==> src/rtl/reset_map_pkg.sv <==
// Reset vector bit map shared by heartbeat, the PWM/quad/PID blocks and the
// reset release sequencer.
package reset_map_pkg;

  localparam logic [31:0] RST_PWM_MASK    = 32'h000000FF;
  localparam logic [31:0] RST_QUAD_MASK   = 32'h000FFF00;
  localparam logic [31:0] RST_PID_MASK    = 32'h0FF00000;
  localparam int          RST_PIDCLK_BIT  = 28;
  localparam logic [31:0] RST_PIDCLK_MASK = 32'h10000000;
  localparam logic [31:0] RST_SPARE_MASK  = 32'hE0000000;

  // Gated groups in chain order: 0 = PID, 1 = QUAD, 2 = PWM.
  localparam int NUM_GATES = 3;

endpackage

==> src/rtl/reset_release_sequencer_if.sv <==
// Reset request / sequenced reset bundle between heartbeat, sequencer and
// the peripherals.
interface reset_release_sequencer_if;

  logic [31:0] req_rst;
  logic [31:0] rst_out;
  logic [2:0]  gates_open;
  logic        all_released;

  modport master (output req_rst, input rst_out, gates_open, all_released);
  modport slave  (input req_rst, output rst_out, gates_open, all_released);

endinterface

==> src/rtl/release_gate.sv <==
// Settle counter for one downstream group: the gate opens only after the
// upstream group has stayed fully released for SETTLE_CYCLES clocks.
module release_gate #(
  parameter int SETTLE_CYCLES = 50000,
  parameter int CNT_W         = 16
) (
  input  logic clk_50Mhz,
  input  logic rst_n,
  input  logic upstream_held,
  output logic gate
);

  localparam logic [CNT_W-1:0] SETTLE = CNT_W'(SETTLE_CYCLES);

  logic [CNT_W-1:0] cnt;

  // Clear on any upstream hold, otherwise count up and park at SETTLE.
  always_ff @(posedge clk_50Mhz or negedge rst_n) begin
    if (!rst_n)             cnt <= '0;
    else if (upstream_held) cnt <= '0;
    else if (cnt != SETTLE) cnt <= cnt + 1'b1;
  end

  // Qualify with the live hold so the gate shuts in the re-assert cycle.
  assign gate = (cnt == SETTLE) && !upstream_held;

endmodule

==> src/rtl/reset_release_sequencer.sv <==
// Resynchronises the slow-clock reset vector and releases peripheral resets
// in the order PID clock -> PID -> quad -> PWM; assertion is never delayed
// beyond the synchroniser.
module reset_release_sequencer
  import reset_map_pkg::*;
#(
  parameter int SETTLE_CYCLES = 50000,
  parameter int CNT_W         = 16
) (
  input logic                     clk_50Mhz,
  input logic                     rst_n,
  reset_release_sequencer_if.slave bus
);

  // Upstream group feeding each gate, and the group that gate controls.
  localparam logic [NUM_GATES-1:0][31:0] UP_MASK =
    {RST_QUAD_MASK, RST_PID_MASK, RST_PIDCLK_MASK};
  localparam logic [NUM_GATES-1:0][31:0] DN_MASK =
    {RST_PWM_MASK, RST_QUAD_MASK, RST_PID_MASK};

  logic [31:0]          sync1, req_s, rst_q, hold_mask;
  logic [NUM_GATES-1:0] held, gate;

  // Two-flop synchroniser; resets to "held" so nothing releases early.
  always_ff @(posedge clk_50Mhz or negedge rst_n) begin
    if (!rst_n) begin
      sync1 <= '1;
      req_s <= '1;
    end else begin
      sync1 <= bus.req_rst;
      req_s <= sync1;
    end
  end

  for (genvar g = 0; g < NUM_GATES; g++) begin : g_gate
    assign held[g] = |(rst_q & UP_MASK[g]);
    release_gate #(
      .SETTLE_CYCLES(SETTLE_CYCLES),
      .CNT_W        (CNT_W)
    ) u_gate (
      .clk_50Mhz    (clk_50Mhz),
      .rst_n        (rst_n),
      .upstream_held(held[g]),
      .gate         (gate[g])
    );
  end

  // Every closed gate forces its whole group into reset.
  always_comb begin
    hold_mask = '0;
    for (int g = 0; g < NUM_GATES; g++)
      if (!gate[g]) hold_mask = hold_mask | DN_MASK[g];
  end

  // Registered resets: request OR sequencing hold (CLK/spare never gated).
  always_ff @(posedge clk_50Mhz or negedge rst_n) begin
    if (!rst_n) rst_q <= '1;
    else        rst_q <= req_s | hold_mask;
  end

  assign bus.rst_out      = rst_q;
  assign bus.gates_open   = gate;
  assign bus.all_released = (rst_q[28:0] == 29'd0);

endmodule

==> src/flat_wrapper.sv <==
// flat-port wrapper written by rule: the top's interface ports become plain ports
module reset_release_sequencer_flat import reset_map_pkg::*;
#(
  parameter int SETTLE_CYCLES = 50000,
  parameter int CNT_W         = 16
)
  (clk_50Mhz, rst_n, bus_req_rst, bus_rst_out, bus_gates_open, bus_all_released);
  reset_release_sequencer_if bus_i ();
  input logic clk_50Mhz;
  input logic rst_n;
  input wire logic [$bits(bus_i.req_rst)-1:0] bus_req_rst;
  output wire logic [$bits(bus_i.rst_out)-1:0] bus_rst_out;
  output wire logic [$bits(bus_i.gates_open)-1:0] bus_gates_open;
  output wire logic [$bits(bus_i.all_released)-1:0] bus_all_released;
  assign bus_i.req_rst = bus_req_rst;
  assign bus_rst_out = bus_i.rst_out;
  assign bus_gates_open = bus_i.gates_open;
  assign bus_all_released = bus_i.all_released;
  reset_release_sequencer #(.SETTLE_CYCLES(SETTLE_CYCLES), .CNT_W(CNT_W)) u_core (.clk_50Mhz(clk_50Mhz), .rst_n(rst_n), .bus(bus_i));
endmodule
==> config.mk <==
export PLATFORM = sky130hd
export DESIGN_NAME = reset_release_sequencer_flat
export DESIGN_NICKNAME = d
export VERILOG_FILES = /design/src/rtl/reset_map_pkg.sv /design/src/rtl/reset_release_sequencer_if.sv /design/src/rtl/release_gate.sv /design/src/rtl/reset_release_sequencer.sv /design/src/flat_wrapper.sv
export SDC_FILE = /design/constraint.sdc
export NUM_CORES = 1
export LEC_CHECK = 0
export CORE_MARGIN = 1
export CORE_UTILIZATION = 59
export CTS_CLUSTER_DIAMETER = 30
export CTS_CLUSTER_SIZE = 14
export DETAILED_ROUTE_END_ITERATION = 8
export PLACE_DENSITY = 0.84
export REMOVE_ABC_BUFFERS = 1
export SYNTH_ARGS = -nofsm -noshare
export SYNTH_HDL_FRONTEND = slang
export SYNTH_HIERARCHICAL = 1
export SYNTH_SLANG_ARGS = --single-unit
export TNS_END_PERCENT = 1
==> constraint.sdc <==
create_clock -name clk_50Mhz -period 3.6 [get_ports clk_50Mhz]
set_input_delay 0.36 -clock clk_50Mhz [delete_from_list [all_inputs] [get_ports clk_50Mhz]]
set_output_delay 0.36 -clock clk_50Mhz [all_outputs]
set_load 0.01 [all_outputs]
==> out/qor.csv, run 1 <==
stage,metric,value,unit
synth,netlist-cell-type-count,32,
finish,diodes,0,
synth,synth_warnings,6,
route,ant_nets,0,
synth,synth_edf_count,0,
floorplanning,die_w,98.72,microns
finish,nets,539,
sta,hold_violations,0,
floorplanning,row_count,34,
sta,rsz0062_at_grt,false,
synth,syn-instance-count,417,
grt,track_usage,25.97,%
route,drcViolationCount,0,
clock_network,cts_tree,done,
critical_path,worst-setup-path-type,reg -> out,
critical_path,crit_fanout,13,
critical_path,r2r_setup_slack,1.54,ns
route,drtIter0Drc,190,
clock_network,clock-sinks,144,
route,routedWlPerCell,18.43,microns
route,finalWirelength,11430,microns
sta,period_share,92.47,%
placement,place_congestion,0.8116,
floorplanning,die_area,9745,sq um
placement,dp.cells,587,
pwr,p_per_area,510.7,nW/um^2
job,cap_violations,0,
finish,seq_area,3724,sq um
grt,overflow,0,
pwr,p_leak,2.763,nW
sta,worst_pin_slew,0.7032,ns
sta,fin_tns_setup,0,ns
synth,ys_seq_area_share,67.47,%
grt,first_global_vias,3677,
finish,multi_input_area,1638,sq um
sta,clock_skew,0.01127,ns
clock_network,clkTransAtPathRegs,0.07,ns
floorplanning,die_h,98.72,microns
synth,syn_area,5519,sq um
critical_path,r2r_end,u_core/bus.rst_out[17],
synth,ys.flop_type,dfstp_2,
finish,area_growth,25.30,%
grt,grt_start_max_net_pins,84,
min_path,worst_hold_path.num_cells,1,
finish,drive_above_1_share,29.69,%
floorplanning,initial_core_util,62.07,%
route,firstDrtPassIters,5,
route,viasPerCell,5.827,
synth,ys_ff_latch,144,
synth,async_flop_share,100.0,%
finish,final_cells,620,
clock_network,cts_made_buffers,17,
clock_network,cts_root_buf,clkbuf_8,
finish,fill_cells,476,
synth,synth_top_area_share,45.70,%
clock_network,ctsResizeCount,0,
synth,synth_area_leaders,"dfstp_2 46%, dfrtp_1 22%, nand2b_1 3.5%",
critical_path,required,3.24,ns
synth,yosysTopAreaCell,dfstp_2,
synth,syn_avg_cell_area,13.24,sq um
placement,post-dp-hpwl,6955,microns
sta,relSlewSlack,53.12,%
clock_network,cts.path.max_buffers,2,
min_path,hold_path.class,in -> reg,
critical_path,reg2reg_from,u_core/bus.rst_out[25],
pwr,vdd.ir_drop.worst,0.4084,mV
critical_path,reg2regPathDepth,6,
floorplanning,fp.coreArea,8891,sq um
critical_path,startpoint_type,register,
grt,antenna_found_initial,0,
sta,drv_slew,0,
critical_path,critPathCaptureType,output pin,
sta,period_minus_slack,3.329,ns
min_path,min_to,u_core/sync1[10],
placement,io_buffers,69,
clock_network,clk_latency,0.53,ns
grt,grt_pass1_wl,18820,microns
critical_path,cp.arrival,2.97,ns
route,routed-via-count,3613,
run_status,outcome,completed,
sta,setup_violations,0,
floorplanning,boundaryPins,70,
clock_network,ctsHtreeMaxLevel,4,
min_path,min_from,bus_req_rst[10],
sta,max_freq,300.4,MHz
-- final cells by class --
| cell class | count | area share [%] |
|---|---|---|
| clock buffers | 17 | 5.989 |
| clock inverters | 15 | 2.804 |
| inverters | 21 | 1.140 |
| multi-input cells | 241 | 23.68 |
| flip-flops and latches | 144 | 53.84 |
| well taps | 108 | 1.954 |
| repair buffers | 74 | 10.58 |
-- worst max-delay path, stage by stage (launching register included) --
cell             delay (ns)
dfstp_2                0.37
nor4_1                 0.38
nand2_1                0.16
and4bb_2               0.31
nand4_1                0.20
inv_1                  0.40
clkdlybuf4s50_1        0.62
-- synth_stat cells (3+ instances only) --
cell type   n
nand2b_1   31
nand2_1    10
buf_4       4
clkbuf_1    4
nor4_1     21
mux2_1      6
dfrtp_1    48
nand4_1    12
mux2i_1     3
nand3_1    17
a31o_2      3
nand4_4     3
o31ai_1    15
mux2_2      9
o21ai_0     6
or4_1      15
a21oi_1    21
nor3b_1     3
dfstp_2    96
nor2b_1     6
buf_6       3
and4bb_2    3
nor4bb_1    3
and2b_1     3
xor2_1      6
ha_1        6
inv_1      21
and4b_1     3
or3_1       6
nor2_1     28
-- how the worst max path moves through the flow --
stage / start / end / slack [ns]
6_report: u_core/bus.rst_out[25] / bus_gates_open[1] / 0.27
5_1_grt: u_core/bus.rst_out[10] / bus_gates_open[2] / 0.15
4_1_cts: u_core/bus.rst_out[25] / bus_gates_open[1] / 0.23
3_5_place_dp: u_core/bus.rst_out[25] / bus_gates_open[1] / 0.89
3_3_place_gp: u_core/bus.rst_out[25] / bus_gates_open[1] / 1.00
2_1_floorplan: u_core/bus.rst_out[10] / bus_gates_open[2] / 1.33
-- state kept, by name, summed over array words and instances, names as in the netlist --
signal	count
u_core/req_s	32
u_core/g_gate.u_gate/cnt	48
u_core/bus.rst_out	32
u_core/sync1	32
-- logic make-up after synthesis --
| family | Yosys count | synth area share (%) |
|---|---|---|
| compound gates | 45 | 4.965 |
| xor+xnor | 6 | 0.9522 |
| fa+ha+maj | 6 | 1.360 |
| buf+inv | 32 | 2.856 |
| flops | 144 | 67.47 |
| mux | 18 | 3.605 |
| simple gates | 166 | 18.79 |
-- report_power, final --
part / internal (mW) / leakage (nW) / switching (mW)
combinational: 0.0476 / 0.790 / 0.0446
sequential: 1.69 / 1.68 / 0.0199
clock: 0.912 / 0.296 / 0.817
total: 2.65 / 2.76 / 0.882
-- layout by cell type, fill, tap and decap left out, types with 4 or more instances in the layout --
master | Yosys | final
a21oi_1 | 21 | 21
buf_4 | 4 | 4
clkbuf_16 | 0 | 16
clkdlybuf4s50_1 | 0 | 68
clkinv_8 | 0 | 7
dfrtp_1 | 48 | 48
dfstp_2 | 96 | 96
ha_1 | 6 | 6
inv_1 | 21 | 21
inv_8 | 0 | 5
mux2_1 | 6 | 6
mux2_2 | 9 | 9
nand2_1 | 10 | 10
nand2b_1 | 31 | 31
nand3_1 | 17 | 17
nand4_1 | 12 | 12
nor2_1 | 28 | 28
nor2b_1 | 6 | 6
nor4_1 | 21 | 21
o21ai_0 | 6 | 6
o31ai_1 | 15 | 15
or3_1 | 6 | 6
or4_1 | 15 | 15
xor2_1 | 6 | 6
-- per-layer routing --
layer  part of all wire [%]  global-route usage, %  vias up
met5                      0                      0        -
met2                     52                  42.63      131
met3                    6.8                  9.291       16
li1                       -                      -     1642
met1                     40                  31.99     1824
met4                    1.5                  9.644        0
-- per-stage QoR --
| stage | area, sq um | worst slack [ns] | hold slack, ns | total power, mW | util (%) |
|---|---|---|---|---|---|
| after floorplan | 5440 | 1.334 | 0.06441 | 1.745 | - |
| after global placement | 6297 | 1.004 | 0.3452 | 1.822 | 70.83 |
| after detailed placement | 6297 | 0.8854 | 0.3468 | 1.828 | 70.83 |
| after CTS | 6915 | 0.2344 | 0.1944 | 3.569 | 77.78 |
| after global routing | 6915 | 0.1534 | 0.2120 | 3.650 | 77.78 |
| final | 6915 | 0.2709 | 0.2266 | 3.532 | 77.78 |
-- timing repair --
action,CTS,global route
buffers inserted,0,0
hold buffers,1,0
hold endpoints to repair,29,0
No activity file was read; power rests on OpenSTA's default activity.
==> run 2: changes to the inputs <==
- PLACE_DENSITY: 0.84 -> unset
- PLACE_DENSITY_LB_ADDON: unset -> 0.2
==> run 2 against run 1 <==
Compared with the run above: the flow now finishes with violations (hold timing); power decreased by 2.2%; setup slack improved by 0.15 ns; first-iteration DRC count decreased by 11%; clock-buffer cell count unchanged; register-to-register slack improved by 0.13 ns; clock power decreased by 4%; sequential share of layout area increased by 0.39 points; critical path depth unchanged; via count decreased by 3.2%; non-clock buffer count decreased by 2.
==> out/qor.csv, run 2 (synthesized netlist as in run 1, its figures left out) <==
stage,metric,value,unit,change
clock_network,cts_hold_buffers,0,,-1
floorplanning,die_w,98.72,microns,unchanged
finish,fill_cells,517,,+8.6%
route,routedWlPerCell,16.55,microns,-10%
pwr,p_per_area,503.2,nW/um^2,-1.5%
sta,setup_violations,0,,unchanged
placement,post-place-ws,0.9541,ns,+0.06863 ns
sta,worst_pin_slew,1.066,ns,+0.3626 ns
critical_path,worst-setup-path-type,reg -> out,,
finish,largest_reg_flops,48,,unchanged
clock_network,cts.path.max_buffers,2,,unchanged
run_status,outcome,"complete, but fails checks",,
pwr,p_leak,2.737,nW,-0.95%
critical_path,path_cells,nor4_1 -> nand2_1 -> and4bb_2 -> nand4_1 -> inv_1 -> clkdlybuf4s50_1,,
clock_network,clk_latency,0.53,ns,about the same
pwr,vdd.ir_drop.worst,0.3932,mV,-3.7%
finish,layout_common_cells,"96 x dfstp_2, 68 x clkdlybuf4s50_1, 48 x dfrtp_1",,
run_status,violations,hold timing,,
floorplanning,die_area,9745,sq um,unchanged
critical_path,startpoint_type,register,,
job,cap_violations,0,,unchanged
critical_path,crit_fanout,13,,unchanged
finish,area_growth,24.39,%,
sta,rsz0062_at_grt,false,,
critical_path,cpMaxStageDelayCell,clkdlybuf4s50_1,,
route,viasPerCell,5.659,,-2.9%
sta,drv_slew,0,,unchanged
clock_network,clock-sinks,144,,unchanged
grt,overflow,0,,unchanged
sta,fin_tns_setup,0,ns,unchanged
clock_network,ctsHtreeMaxLevel,4,,unchanged
sta,relSlewSlack,28.95,%,-24 points
route,firstDrtPassIters,4,,-1
sta,period_minus_slack,3.179,ns,-0.1501 ns
finish,nets,537,,-0.37%
finish,drive_above_1_share,29.61,%,-0.080 points
critical_path,required,3.24,ns,about the same
clock_network,clkTransAtPathRegs,0.07,ns,about the same
clock_network,cts_setup_buffers,0,,unchanged
sta,hold_slack,-0.03422,ns,-0.2609 ns
grt,first_global_vias,3514,,-4.4%
floorplanning,die_h,98.72,microns,unchanged
finish,diodes,0,,unchanged
critical_path,crit_family,buffers and inverters,,
placement,place_congestion,0.8159,,+0.53%
finish,top_register,u_core/g_gate.u_gate/cnt,,
route,drcViolationCount,0,,unchanged
grt,grt_pass1_wl,17210,microns,-8.6%
floorplanning,initial_core_util,62.07,%,unchanged
placement,io_buffers,69,,unchanged
critical_path,critPathBufInv,2,,unchanged
critical_path,cpPeakStageDelay,0.61,ns,about the same
sta,period_share,88.31,%,-4.2 points
grt,track_usage,23.98,%,-2.0 points
floorplanning,boundaryPins,70,,unchanged
min_path,hold_path.class,in -> async,,
clock_network,cts_tree,done,,
floorplanning,row_count,34,,unchanged
critical_path,cp.arrival,2.82,ns,-0.15 ns
route,finalWirelength,10230,microns,-10%
clock_network,ctsResizeCount,0,,unchanged
route,ant_nets,0,,unchanged
finish,final_common_cell,dfstp_2,,
grt,antenna_found_initial,0,,unchanged
sta,hold_violations,5,,+5
route,routed-via-count,3497,,-3.2%
floorplanning,fp.coreArea,8891,sq um,unchanged
sta,clock_skew,0.01553,ns,+0.004260 ns
clock_network,cts_root_buf,clkbuf_8,,
placement,post-dp-hpwl,6754,microns,-2.9%
sta,fin_ws,0.4210,ns,+0.1501 ns
sta,max_freq,314.6,MHz,+4.7%
route,drtIter0Drc,169,,-11%
clock_network,cts_made_buffers,17,,unchanged
grt,grt_start_max_net_pins,127,,+51%
critical_path,critPathCaptureType,output pin,,
## run 2: cell types whose count changed in the layout (fill, tap and decap cells not counted), sizes merged
cell,before,now
clkinv,9,3
clkinvlp,0,2
buf,5,4
inv,27,31
dlygate4sd3,1,0
## run 2: worst paths after layout
kind                                        start                              to  slack, ns  depth (start not counted)
min reg2reg                      u_core/sync1[20]                u_core/req_s[20]       0.35                          0
min                                         rst_n  u_core/g_gate[2].u_gate/cnt[6]      -0.03                          1
max reg2reg                u_core/bus.rst_out[14]           u_core/bus.rst_out[4]       1.67                          6
max in group asynchronous                   rst_n                u_core/sync1[13]       2.71                          2
min in group clk_50Mhz            bus_req_rst[24]                u_core/sync1[24]       0.23                          1
max                        u_core/bus.rst_out[25]               bus_gates_open[1]       0.42                          6
## run 2: cell type report
cell class                 instances  area, sq um  share of cell area (%)
clock buffer                      17        414.1                   6.032
clock inverter                    15        161.4                   2.351
inverter                          21        78.83                   1.148
multi-input combinational        241         1638                   23.86
sequential                       144         3724                   54.24
tap                              108        135.1                   1.968
timing repair buffer              72        714.4                   10.41
## run 2: metrics by stage
step / std cells / hold WS (ns) / cell area [sq um] / utilization (%) / total power, mW
3_3_place_gp: 586 / 0.3454 / 6290 / 70.74 / 1.822
3_5_place_dp: 586 / 0.3468 / 6290 / 70.74 / 1.827
5_1_grt: 618 / 0.07603 / 6865 / 77.22 / 3.588
4_1_cts: 618 / 0.03129 / 6865 / 77.22 / 3.498
2_1_floorplan: 406 / 0.06441 / 5440 / - / 1.745
6_report: 618 / -0.03422 / 6865 / 77.22 / 3.454
## run 2: metal layers
| metal | global-route usage (%) | share of wire, % | up-vias |
|---|---|---|---|
| met5 | 0 | 0 | - |
| met4 | 10.45 | 0.59 | 0 |
| met3 | 10.07 | 7.8 | 6 |
| met2 | 36.84 | 49 | 104 |
| met1 | 30.07 | 42 | 1747 |
| li1 | - | - | 1640 |
## run 2: worst reg2reg max path: cells and delay by family (launching register included)
family | cells | cell delay, ns
DFF | 1 | 0.37
buffers and inverters | 1 | 0.28
and+or+nand+nor | 5 | 1.18
## run 2: report_power, final
group | total, mW | internal [mW] | switching [mW]
combinational | 0.0891 | 0.0461 | 0.0430
clock | 1.66 | 0.895 | 0.761
sequential | 1.71 | 1.69 | 0.0181
total | 3.45 | 2.63 | 0.822
